**config.mk**
```make
export PLATFORM = sky130hd
export DESIGN_NAME = barret_modmul_pipe_flat
export DESIGN_NICKNAME = d
export VERILOG_FILES = /design/src/rtl/barret_pkg.sv /design/src/rtl/barret_modmul_pipe_if.sv /design/src/rtl/barret_reduce_pipe.sv /design/src/rtl/barret_modmul_pipe.sv /design/src/flat_wrapper.sv
export SDC_FILE = /design/constraint.sdc
export NUM_CORES = 1
export LEC_CHECK = 0
export CELL_PAD_IN_SITES_DETAIL_PLACEMENT = 0
export CELL_PAD_IN_SITES_GLOBAL_PLACEMENT = 1
export CORE_ASPECT_RATIO = 1.4
export CORE_MARGIN = 10
export CORE_UTILIZATION = 50
export DETAILED_ROUTE_END_ITERATION = 8
export GPL_ROUTABILITY_DRIVEN = 0
export PLACE_DENSITY = 0.85
export SETUP_SLACK_MARGIN = 0.02
export SLEW_MARGIN = 10
export SYNTH_ARGS = -nofsm -noshare
export SYNTH_HDL_FRONTEND = slang
export SYNTH_HIERARCHICAL = 1
export SYNTH_SLANG_ARGS = --single-unit
export TNS_END_PERCENT = 50
```
**constraint.sdc**
```tcl
create_clock -name clk -period 9.1 [get_ports clk]
set_clock_uncertainty 0.1 [all_clocks]
set_input_delay 2.73 -clock clk [delete_from_list [all_inputs] [get_ports clk]]
set_output_delay 2.73 -clock clk [all_outputs]
set_load 0.01 [all_outputs]
```
**src/rtl/barret_pkg.sv**
```systemverilog
// Shared constants for the Barrett modular multiplier (modulus 2339).
//   Q   : modulus
//   QW  : operand/result width
//   PW  : product width, which must hold (Q-1)^2
//   K   : Barrett shift, 2*QW
//   MU  : floor(2^K / Q)
//   MUW : width of MU
// mu_of() recomputes MU so the top level can reject an inconsistent edit
// during elaboration.
package barret_pkg;

  localparam int unsigned Q   = 2339;
  localparam int unsigned QW  = 12;
  localparam int unsigned PW  = 23;
  localparam int unsigned K   = 2 * QW;
  localparam int unsigned MU  = 7172;
  localparam int unsigned MUW = 13;

  function automatic int unsigned mu_of(input int unsigned q, input int unsigned k);
    longint unsigned num;
    num = 64'd1 << k;
    return 32'(num / 64'(q));
  endfunction

endpackage

```
**src/rtl/barret_modmul_pipe_if.sv**
```systemverilog
// Streaming bus for barret_modmul_pipe.
//   in_valid/in_ready   : operand handshake, with operands din_a and din_b
//   out_valid/out_ready : result handshake, with result dout_r
//   dout_err            : out-of-range flag; present only when BARRET_RANGE_CHECK_EN is defined
// master : the side that drives operands and consumes results (source/sink)
// slave  : the multiplier
interface barret_modmul_pipe_if;
  import barret_pkg::*;

  logic          in_valid;
  logic          in_ready;
  logic [QW-1:0] din_a;
  logic [QW-1:0] din_b;
  logic          out_valid;
  logic          out_ready;
  logic [QW-1:0] dout_r;
`ifdef BARRET_RANGE_CHECK_EN
  logic          dout_err;
`endif

  modport master (
    output in_valid, din_a, din_b, out_ready,
    input  in_ready, out_valid, dout_r
`ifdef BARRET_RANGE_CHECK_EN
    , input dout_err
`endif
  );

  modport slave (
    input  in_valid, din_a, din_b, out_ready,
    output in_ready, out_valid, dout_r
`ifdef BARRET_RANGE_CHECK_EN
    , output dout_err
`endif
  );

endinterface

```
**src/rtl/barret_reduce_pipe.sv**
```systemverilog
// Barrett reduction stages S2..S4 for x < 2^PW.
//   clk, rst : clock and synchronous active-high reset
//   advance  : global pipeline enable; when low, every stage holds
//   x_valid  : S1 valid
//   x        : S1 product
//   r_valid  : S4 valid
//   r        : x mod Q
// S2 estimates the quotient qh = (x*MU) >> K. S3 forms r = x - qh*Q, which
// is below 3Q, so QW+2 bits suffice and wrap-around in the subtraction is
// harmless. S4 applies a final correction of at most 2Q.
module barret_reduce_pipe
  import barret_pkg::*;
(
  input  logic          clk,
  input  logic          rst,
  input  logic          advance,
  input  logic          x_valid,
  input  logic [PW-1:0] x,
  output logic          r_valid,
  output logic [QW-1:0] r
);

  localparam logic [QW+1:0] Q_R  = (QW+2)'(Q);
  localparam logic [QW+1:0] Q2_R = (QW+2)'(2 * Q);

  logic          v2_q, v2_d;
  logic [PW-1:0] x2_q, x2_d;
  logic [QW-1:0] qh2_q, qh2_d;
  logic          v3_q, v3_d;
  logic [QW+1:0] r3_q, r3_d;
  logic          v4_q, v4_d;
  logic [QW-1:0] r4_q, r4_d;
  logic [QW+1:0] r3_fix;

  always_comb begin
    // NOTE: every variable gets a hold value before any branch, so no path leaves one unassigned and no latch is inferred.
    v2_d   = v2_q;
    x2_d   = x2_q;
    qh2_d  = qh2_q;
    v3_d   = v3_q;
    r3_d   = r3_q;
    v4_d   = v4_q;
    r4_d   = r4_q;

    r3_fix = r3_q;
    if (r3_q >= Q2_R) begin
      r3_fix = r3_q - Q2_R;
    end else if (r3_q >= Q_R) begin
      r3_fix = r3_q - Q_R;
    end

    if (advance) begin
      // S2: the full product is PW+MUW bits; bits [K+QW-1:K] form the quotient estimate.
      v2_d  = x_valid;
      x2_d  = x;
      qh2_d = QW'(((PW + MUW)'(x) * (PW + MUW)'(MU)) >> K);
      // S3: arithmetic is modulo 2^(QW+2), which is exact because 0 <= r < 3Q.
      v3_d  = v2_q;
      r3_d  = (QW + 2)'(x2_q) - (QW + 2)'(qh2_q * Q);
      // S4
      v4_d  = v3_q;
      r4_d  = QW'(r3_fix);
    end
  end

  always_ff @(posedge clk) begin
    // NOTE: data registers are reset along with the valids, so a bubble never carries X out of reset.
    if (rst) begin
      v2_q  <= 1'b0;
      x2_q  <= '0;
      qh2_q <= '0;
      v3_q  <= 1'b0;
      r3_q  <= '0;
      v4_q  <= 1'b0;
      r4_q  <= '0;
    end else begin
      // NOTE: non-blocking assignments make all stages sample their old neighbours at the same edge.
      v2_q  <= v2_d;
      x2_q  <= x2_d;
      qh2_q <= qh2_d;
      v3_q  <= v3_d;
      r3_q  <= r3_d;
      v4_q  <= v4_d;
      r4_q  <= r4_d;
    end
  end

  assign r_valid = v4_q;
  assign r       = r4_q;

endmodule

```
**src/rtl/barret_modmul_pipe.sv**
```systemverilog
// Pipelined modular multiplier: (a*b) mod Q.
// There are four stages, and latency is 4 cycles when there is no back-pressure.
//   clk : rising-edge clock
//   rst : synchronous active-high reset; drops every item in flight
//   io  : barret_modmul_pipe_if.slave (operand and result valid/ready streams)
// This module owns S1 (the product), the handshake, and the optional error
// sideband. barret_reduce_pipe does S2..S4.
// All stages share one enable: advance = !out_valid | out_ready. While the
// output is stalled, the whole pipe holds.
// Optional feature: with BARRET_RANGE_CHECK_EN defined, io.dout_err flags an
// operand >= Q seen at acceptance. The flag follows its item to the output.
module barret_modmul_pipe
  import barret_pkg::*;
(
  input  logic                 clk,
  input  logic                 rst,
  barret_modmul_pipe_if.slave  io
);

  if (MU != mu_of(Q, K) || (64'(Q - 1) * 64'(Q - 1)) >= (64'd1 << PW)
      || MU >= (1 << MUW)) begin : g_param_check
    $error("barret_pkg: MU, Q, K or PW are inconsistent");
  end

  logic          advance;
  logic          out_valid_w;
  logic          v1_q, v1_d;
  logic [PW-1:0] x1_q, x1_d;

  assign advance     = !out_valid_w || io.out_ready;
  assign io.in_ready = advance;
  assign io.out_valid = out_valid_w;

  always_comb begin
    v1_d = v1_q;
    x1_d = x1_q;
    if (advance) begin
      v1_d = io.in_valid;
      x1_d = PW'(io.din_a) * PW'(io.din_b);
    end
  end

  always_ff @(posedge clk) begin
    if (rst) begin
      v1_q <= 1'b0;
      x1_q <= '0;
    end else begin
      v1_q <= v1_d;
      x1_q <= x1_d;
    end
  end

  barret_reduce_pipe u_reduce (
    .clk     (clk),
    .rst     (rst),
    .advance (advance),
    .x_valid (v1_q),
    .x       (x1_q),
    .r_valid (out_valid_w),
    .r       (io.dout_r)
  );

`ifdef BARRET_RANGE_CHECK_EN
  // err_q[i] travels alongside stage i+1, so err_q[3] lines up with out_valid.
  logic [3:0] err_q, err_d;
  logic       range_bad;

  assign range_bad = (io.din_a >= QW'(Q)) || (io.din_b >= QW'(Q));

  always_comb begin
    err_d = err_q;
    if (advance) begin
      err_d = {err_q[2:0], range_bad};
    end
  end

  always_ff @(posedge clk) begin
    if (rst) begin
      err_q <= '0;
    end else begin
      err_q <= err_d;
    end
  end

  assign io.dout_err = err_q[3];
`endif

endmodule
```
**src/flat_wrapper.sv**
```systemverilog
// flat-port wrapper written by rule: the top's interface ports become plain ports
module barret_modmul_pipe_flat import barret_pkg::*;
  (clk, rst, io_in_valid, io_din_a, io_din_b, io_out_ready, io_in_ready, io_out_valid, io_dout_r);
  barret_modmul_pipe_if io_i ();
  input  logic clk;
  input  logic rst;
  input wire logic [$bits(io_i.in_valid)-1:0] io_in_valid;
  input wire logic [$bits(io_i.din_a)-1:0] io_din_a;
  input wire logic [$bits(io_i.din_b)-1:0] io_din_b;
  input wire logic [$bits(io_i.out_ready)-1:0] io_out_ready;
  output wire logic [$bits(io_i.in_ready)-1:0] io_in_ready;
  output wire logic [$bits(io_i.out_valid)-1:0] io_out_valid;
  output wire logic [$bits(io_i.dout_r)-1:0] io_dout_r;
  assign io_i.in_valid = io_in_valid;
  assign io_i.din_a = io_din_a;
  assign io_i.din_b = io_din_b;
  assign io_i.out_ready = io_out_ready;
  assign io_in_ready = io_i.in_ready;
  assign io_out_valid = io_i.out_valid;
  assign io_dout_r = io_i.dout_r;
  barret_modmul_pipe u_core (.clk(clk), .rst(rst), .io(io_i));
endmodule
```
==> summary.txt, run 1 <==
Floorplanning
  • # IOs: 42
  • Core ar.: 0.0248 mm²
  • Initial core utilization: 0.510
  • Row cnt: 68
  • Die Ht: 208 µm
  • Die area: roughly 0.032 mm²
  • Die width: 154 µm

Min path
  • Path type of the worst min-delay path: flip-flop to flip-flop
  • Hold depth: 2

Clock tree
  • TritonCTS buffer count: 9
  • CTS tree: done
  • Htree depth: 3
  • Hold_buf cts: 0
  • Post_cts resized: 0
  • Max clock buf depth: 2
  • Postcts setup bufs: 0
  • Root Driver: clkbuf_16
  • CTS sink cnt: 79
  • Clock latency on the worst-skew pair: 350 ps
  • Clk pin slew, worst setup/hold paths: ~60 ps

STA
  • RSZ-0062 raised after global routing: no
  • Setup Viol. Count Final: 0
  • Rel. slew slack: 0.520
  • Crit share post-route: 0.867
  • Slew @ Worst Pin: 721 ps
  • Period minus WS final: 7890 ps
  • Achievable Freq: 127 MHz
  • Final hold vios: 0
  • Worst hold slack: 356 ps
  • Max-slew violations: 0
  • Setup TNS: 0 ps

Global routing
  • Total GRT Usage: 0.172
  • Vias in the first global route: 10.2k
  • Pin count of the biggest net entering global routing: 68
  • Initial antenna violation count: 0
  • GR Overflow Total: 0
  • First-pass GRT wire length: between 40000 and 50000 µm

Worst setup path
  • Critical Path RT: 9240 ps
  • Crit path max-delay family: adder cells
  • Reg2Reg Depth: 16
  • Critical-path cell list: clkdlybuf4s50_1 > nand2_1 > fa_1 > inv_1 > fa_1 > inv_1 > fa_1 > inv_1 > fa_1 > inv_1 > fa_1 > inv_1 > ha_1 > a21o_1 > a32o_1 > o21ai_1 > a2111oi_0 > a311o_1
  • Crit-path slowest cell: clkdlybuf4s50_1
  • Setup CP Type: input pin to flip-flop
  • CP bufs+invs: 6
  • Crit path arrival time: 8030 ps
  • CP Launch Type: input pin
  • Worst setup EP type: flip-flop
  • Worst-path maximum fanout: 12
  • CP Depth: 18
  • CP max stage delay: roughly 730 ps

Logic synthesis
  • Post-synth top area cell: fa_1
  • Synth area leaders: fa_1 25%, ha_1 22%, dfxtp_1 13%, inv_1 6.8%, nand2_1 4.3%
  • Mean post-synth cell area: just under 9 µm²
  • Cells after Synth: 1429
  • Mapped Area: 0.0126 mm²
  • Syn_nets: between 1.5k and 2k
  • Syn. warnings: 6
  • FFs w/ async S/R, synth: 0
  • Top-count cell post-synth: inv_1
  • EDFF count, synth: 0
  • Top cell type's share of synthesized area: 0.246
  • Commonest cells in the netlist: 230 x inv_1, 226 x ha_1, 155 x fa_1, 145 x nand2_1, 89 x nor2_1
  • Distinct cell type count after synthesis: 80
  • Seq/Total Area, Yosys: 0.125
  • Synth Register Bits: about 80
  • Post-synth top flop: dfxtp_1

Detailed routing
  • DRT Pass-1 Iters: 5
  • WL final: 27300 µm
  • Via/cell ratio: 5.42
  • Residual DRC: 0
  • Routed Antenna Nets: 0
  • 1st-iter DRT viols: 343
  • Routed wire length per instance: roughly 16 µm
  • Via count: 9499

Finish
  • Multi-input gate area: roughly 0.01 mm²
  • Nets: about 1.8k
  • Area growth syn-to-layout: 7.32%
  • ANT cells: 0
  • FF/Latch Area: 0.00158 mm²
  • Fraction of layout cells with a size suffix above 1: 0.0355
  • Finished Core Util: 0.547
  • Filler cell count: 2300

Flow run
  • Number of max-cap violations: 0

Status
  • Status: finished, final reports clean

Placed design
  • Port bufs: between 40 and 50
  • Dpl hpwl: 22800 µm
## cells in the final DEF, fill, tap and decap left out, types with 5 or more instances in the layout
| cell type | n |
|---|---|
| nand3_1 | 23 |
| a21o_1 | 17 |
| and2_1 | 68 |
| o21a_1 | 7 |
| mux2i_1 | 27 |
| nand4_1 | 8 |
| clkdlybuf4s50_1 | 40 |
| a211oi_1 | 16 |
| nor3_1 | 14 |
| fa_1 | 155 |
| ha_1 | 226 |
| xor2_1 | 11 |
| inv_1 | 229 |
| nand2_1 | 145 |
| o22ai_1 | 6 |
| a21oi_1 | 67 |
| o21ai_0 | 35 |
| o31ai_1 | 9 |
| xnor2_1 | 32 |
| nor2b_1 | 5 |
| o211ai_1 | 7 |
| dfxtp_1 | 79 |
| nor2_1 | 89 |
| buf_4 | 5 |
| clkbuf_16 | 9 |
| and3_1 | 6 |
| or3_1 | 7 |
## logic make-up after synthesis
| group | synth area share |
|---|---|
| flip-flops | 0.125 |
| buffers and inverters | 0.0848 |
| adder cells (fa/ha/maj) | 0.470 |
| multiplexers | 0.0223 |
| XOR/XNOR | 0.0298 |
| AND/OR/NAND/NOR | 0.146 |
| AO/OA/AOI/OAI | 0.122 |
## cell type report
class,count,area share
clock inverters,6,0.00388
well taps,315,0.0291
clock buffers,10,0.0176
multi-input cells,1066,0.736
flip-flops and latches,79,0.117
inverters,230,0.0638
repair buffers,46,0.0327
## worst register-to-register path, stage by stage (launching register included)
cell	delay [ps]
dfxtp_1	610
inv_1	110
fa_1	490
inv_1	40
ha_1	290
ha_1	320
fa_1	460
ha_1	320
ha_1	350
a21oi_1	180
nor2_1	70
a211oi_1	360
a31oi_1	220
a2111oi_2	580
o31ai_1	160
xnor2_1	140
o21ai_0	150
## stage by stage
stage | area, µm² | std cells | setup WS (ps)
after detailed placement | 13300 | 1736 | 856
after global routing | 13600 | 1752 | 1060
after CTS | 13600 | 1752 | 1220
after global placement | 13300 | 1736 | 1000
final | 13600 | 1752 | 1210
after floorplan | 12600 | 1429 | 1670
## registers in the layout, summed over array words and instances (netlist names)
signal	flops
u_core/x1_q	23
u_core/u_reduce/x2_q	14
u_core/u_reduce/qh2_q	12
u_core/u_reduce/r_valid	1
u_core/u_reduce/v3_q	1
u_core/u_reduce/r	12
u_core/u_reduce/r3_q	14
u_core/v1_q	1
u_core/u_reduce/v2_q	1
## final timing paths
| path | start | to | slack, ps |
|---|---|---|---|
| max | io_din_b[5] | u_core/x1_q[19] | 1210 |
| max reg2reg | u_core/x1_q[12] | u_core/u_reduce/qh2_q[9] | 4070 |
| min | u_core/v1_q | u_core/v1_q | 360 |
| min reg2reg | u_core/v1_q | u_core/v1_q | 360 |
## layer usage
metal,vias to the layer above,track usage,wire length [µm]
met1,4605,0.185,11200
met2,140,0.336,14900
li1,4715,-,-
met5,-,0,0
met3,39,0.0163,483
met4,0,0.0593,633
Power of run 1 is left out: the tool's default activity adds up to more than one toggle a clock period on the data nets, which glitch-free logic cannot reach.
==> run 2, diff against run 1 <==
CORE_UTILIZATION = 45   (was 50)
HOLD_SLACK_MARGIN = 0.02   (was default)
PLACE_DENSITY = 0.81   (was 0.85)
clock period = 6.8 ns   (was 9.1 ns; I/O delays follow)
==> run 2 against run 1 <==
  * Cell area grew 6.3%
  * Worst hold slack improved by 8.7 ps
  * Worst setup slack worse by 1000 ps
  * Critical path type unchanged
==> summary.txt, run 2 (synthesis gave the netlist of run 1 again) <==
Status
  • Status: finished, final reports clean

Finish
  • Design area: 0.0144 mm² (+6.3%)
  • Largest regs: u_core/x1_q (23), u_core/u_reduce/r3_q (14), u_core/u_reduce/x2_q (14)
  • Fraction of layout cells with a size suffix above 1: 0.0993 (+0.0638)
  • Nets: 1927 (+4.7%)
  • Commonest non-fill, non-tap cell in the layout: inv_1
  • ANT cells: 0 (unchanged)
  • Largest reg by FF count: u_core/x1_q
  • Max reg flops: 23 (unchanged)
  • Area growth syn-to-layout: 14.1%
  • Most frequent cells in the layout: 229 x inv_1, 222 x ha_1, 155 x fa_1
  • Filler cell count: 2629 (+14%)

Detailed routing
  • Via/cell ratio: 5.20 (-4.1%)
  • Residual DRC: 0 (unchanged)
  • Via count: 9829 (+3.5%)
  • DRT Pass-1 Iters: 5 (unchanged)
  • WL final: 28600 µm (+5.0%)
  • Routed Antenna Nets: 0 (unchanged)
  • Routed wire length per instance: 15.1 µm (-2.7%)
  • 1st-iter DRT viols: 326 (-5.0%)

Clock tree
  • Clock latency on the worst-skew pair: 340 ps (about the same)
  • Max clock buf depth: 2 (unchanged)
  • TritonCTS buffer count: 9 (unchanged)
  • Htree depth: 3 (unchanged)
  • Hold_buf cts: 0 (unchanged)
  • CTS sink cnt: 79 (unchanged)
  • Root Driver: clkbuf_16
  • CTS tree: done
  • Clk pin slew, worst setup/hold paths: 60 ps (about the same)

Placed design
  • Placed Area: 0.0139 mm² (+5.0%)
  • Dpl hpwl: 24000 µm (+5.2%)
  • Port bufs: 41 (unchanged)

Floorplanning
  • Die Ht: 218 µm (+4.9%)
  • Row cnt: 72 (+5.9%)
  • Die width: 162 µm (+4.7%)
  • Initial core utilization: 0.457 (-0.0534)
  • # IOs: 42 (unchanged)
  • Core ar.: 0.0277 mm² (+12%)
  • Die area: 0.0353 mm² (+9.8%)

Global routing
  • GR Overflow Total: 0 (unchanged)
  • Initial antenna violation count: 0 (unchanged)
  • Vias in the first global route: 10.5k (+2.1%)
  • M2 GR Usage: 0.331 (-0.00449)
  • Met3 Use GR: 0.0145 (-0.00182)
  • Total GRT Usage: 0.164 (-0.00788)
  • Busiest grt layer: met2
  • Pin count of the biggest net entering global routing: 54 (-21%)
  • Global-route met1 utilization: 0.168 (-0.0171)
  • First-pass GRT wire length: 48300 µm (+2.3%)

STA
  • Slew @ Worst Pin: 699 ps (-22.1 ps)
  • Setup Viol. Count Final: 0 (unchanged)
  • Setup TNS: 0 ps (unchanged)
  • Period minus WS final: 6600 ps
  • Rel. slew slack: 0.534 (+0.0147)
  • Crit share post-route: 0.971
  • Max-slew violations: 0 (unchanged)
  • Achievable Freq: 151 MHz
  • RSZ-0062 raised after global routing: yes
  • Final hold vios: 0 (unchanged)

Worst setup path
  • Crit-path slowest cell: clkdlybuf4s50_1
  • CP max stage delay: 570 ps (-160 ps)
  • Crit path arrival time: 6760 ps (-1270 ps)
  • Worst-path maximum fanout: 4 (-8)
  • Critical-path cell list: clkdlybuf4s50_1 > nand2_1 > fa_1 > inv_1 > fa_1 > fa_1 > fa_1 > inv_1 > fa_1 > inv_1 > ha_1 > buf_4 > buf_4 > nor3_1 > a311oi_4 > xnor2_2 > o31ai_2
  • Critical Path RT: 6960 ps (-2280 ps)
  • Setup CP Type: input pin to flip-flop
  • CP dominant cell by count: fa_1
  • CP Launch Type: input pin
  • Worst setup EP type: flip-flop

Flow run
  • Number of max-cap violations: 0 (unchanged)

Min path
  • Path type of the worst min-delay path: flip-flop to flip-flop
-- run 2: worst paths after layout --
path | endpoint | slack, ps | startpoint | depth (start not counted)
hold reg to reg | u_core/v1_q | 360 | u_core/v1_q | 2
setup / recovery | u_core/x1_q[16] | 200 | io_din_a[11] | 17
setup reg to reg | u_core/u_reduce/qh2_q[10] | 1810 | u_core/x1_q[12] | 15
hold / removal | u_core/v1_q | 360 | u_core/v1_q | 2
-- run 2: critical path, delay by kind of cell --
family | cells | cell delay (ps)
AND/OR/NAND/NOR | 2 | 460
adder cells (fa/ha/maj) | 6 | 2840
AO/OA/AOI/OAI | 2 | 270
XOR/XNOR | 1 | 160
buffers and inverters | 6 | 990
-- run 2: through the flow --
stage	hold slack (ps)	std cells	setup slack (ps)	utilization
global placement	339	1871	-417	0.504
global route	391	1891	15.7	0.521
CTS	366	1886	3.45	0.514
floorplan	332	1429	63.6	-
detailed placement	358	1871	-466	0.504
finish	364	1891	196	0.521
-- run 2: per-layer routing --
metal | vias to the layer above | share of wire
met5 | - | 0
met4 | 0 | 0.031
met3 | 51 | 0.017
met2 | 131 | 0.57
met1 | 4760 | 0.38
li1 | 4887 | -
-- run 2: cell type report --
type                            instances  area, µm²  area share
Multi-Input combinational cell       1066      10100       0.703
Sequential cell                        79       1580       0.110
Timing Repair Buffer                  132       1090      0.0757
Inverter                              230        865      0.0600
Tap cell                              370        463      0.0321
Clock buffer                           10        229      0.0159
Clock inverter                          4       48.8     0.00339
-- run 2: timing repair --
action | CTS | global route
setup buffers | 1 | 4
pin swaps | 3 | 14
gates cloned | 0 | 1
resized for setup | 20 | 28
setup endpoints to repair | 11 | 12
Power of run 2 is left out for the same reason.
==> run 3, diff against run 2 <==
CAP_MARGIN = 40   (was default)
CTS_CLUSTER_DIAMETER = 100   (was default)
==> results of run 3 <==
Final layout, timing and power as in run 2 (identical DEF).
Power of run 3 is left out for the same reason.
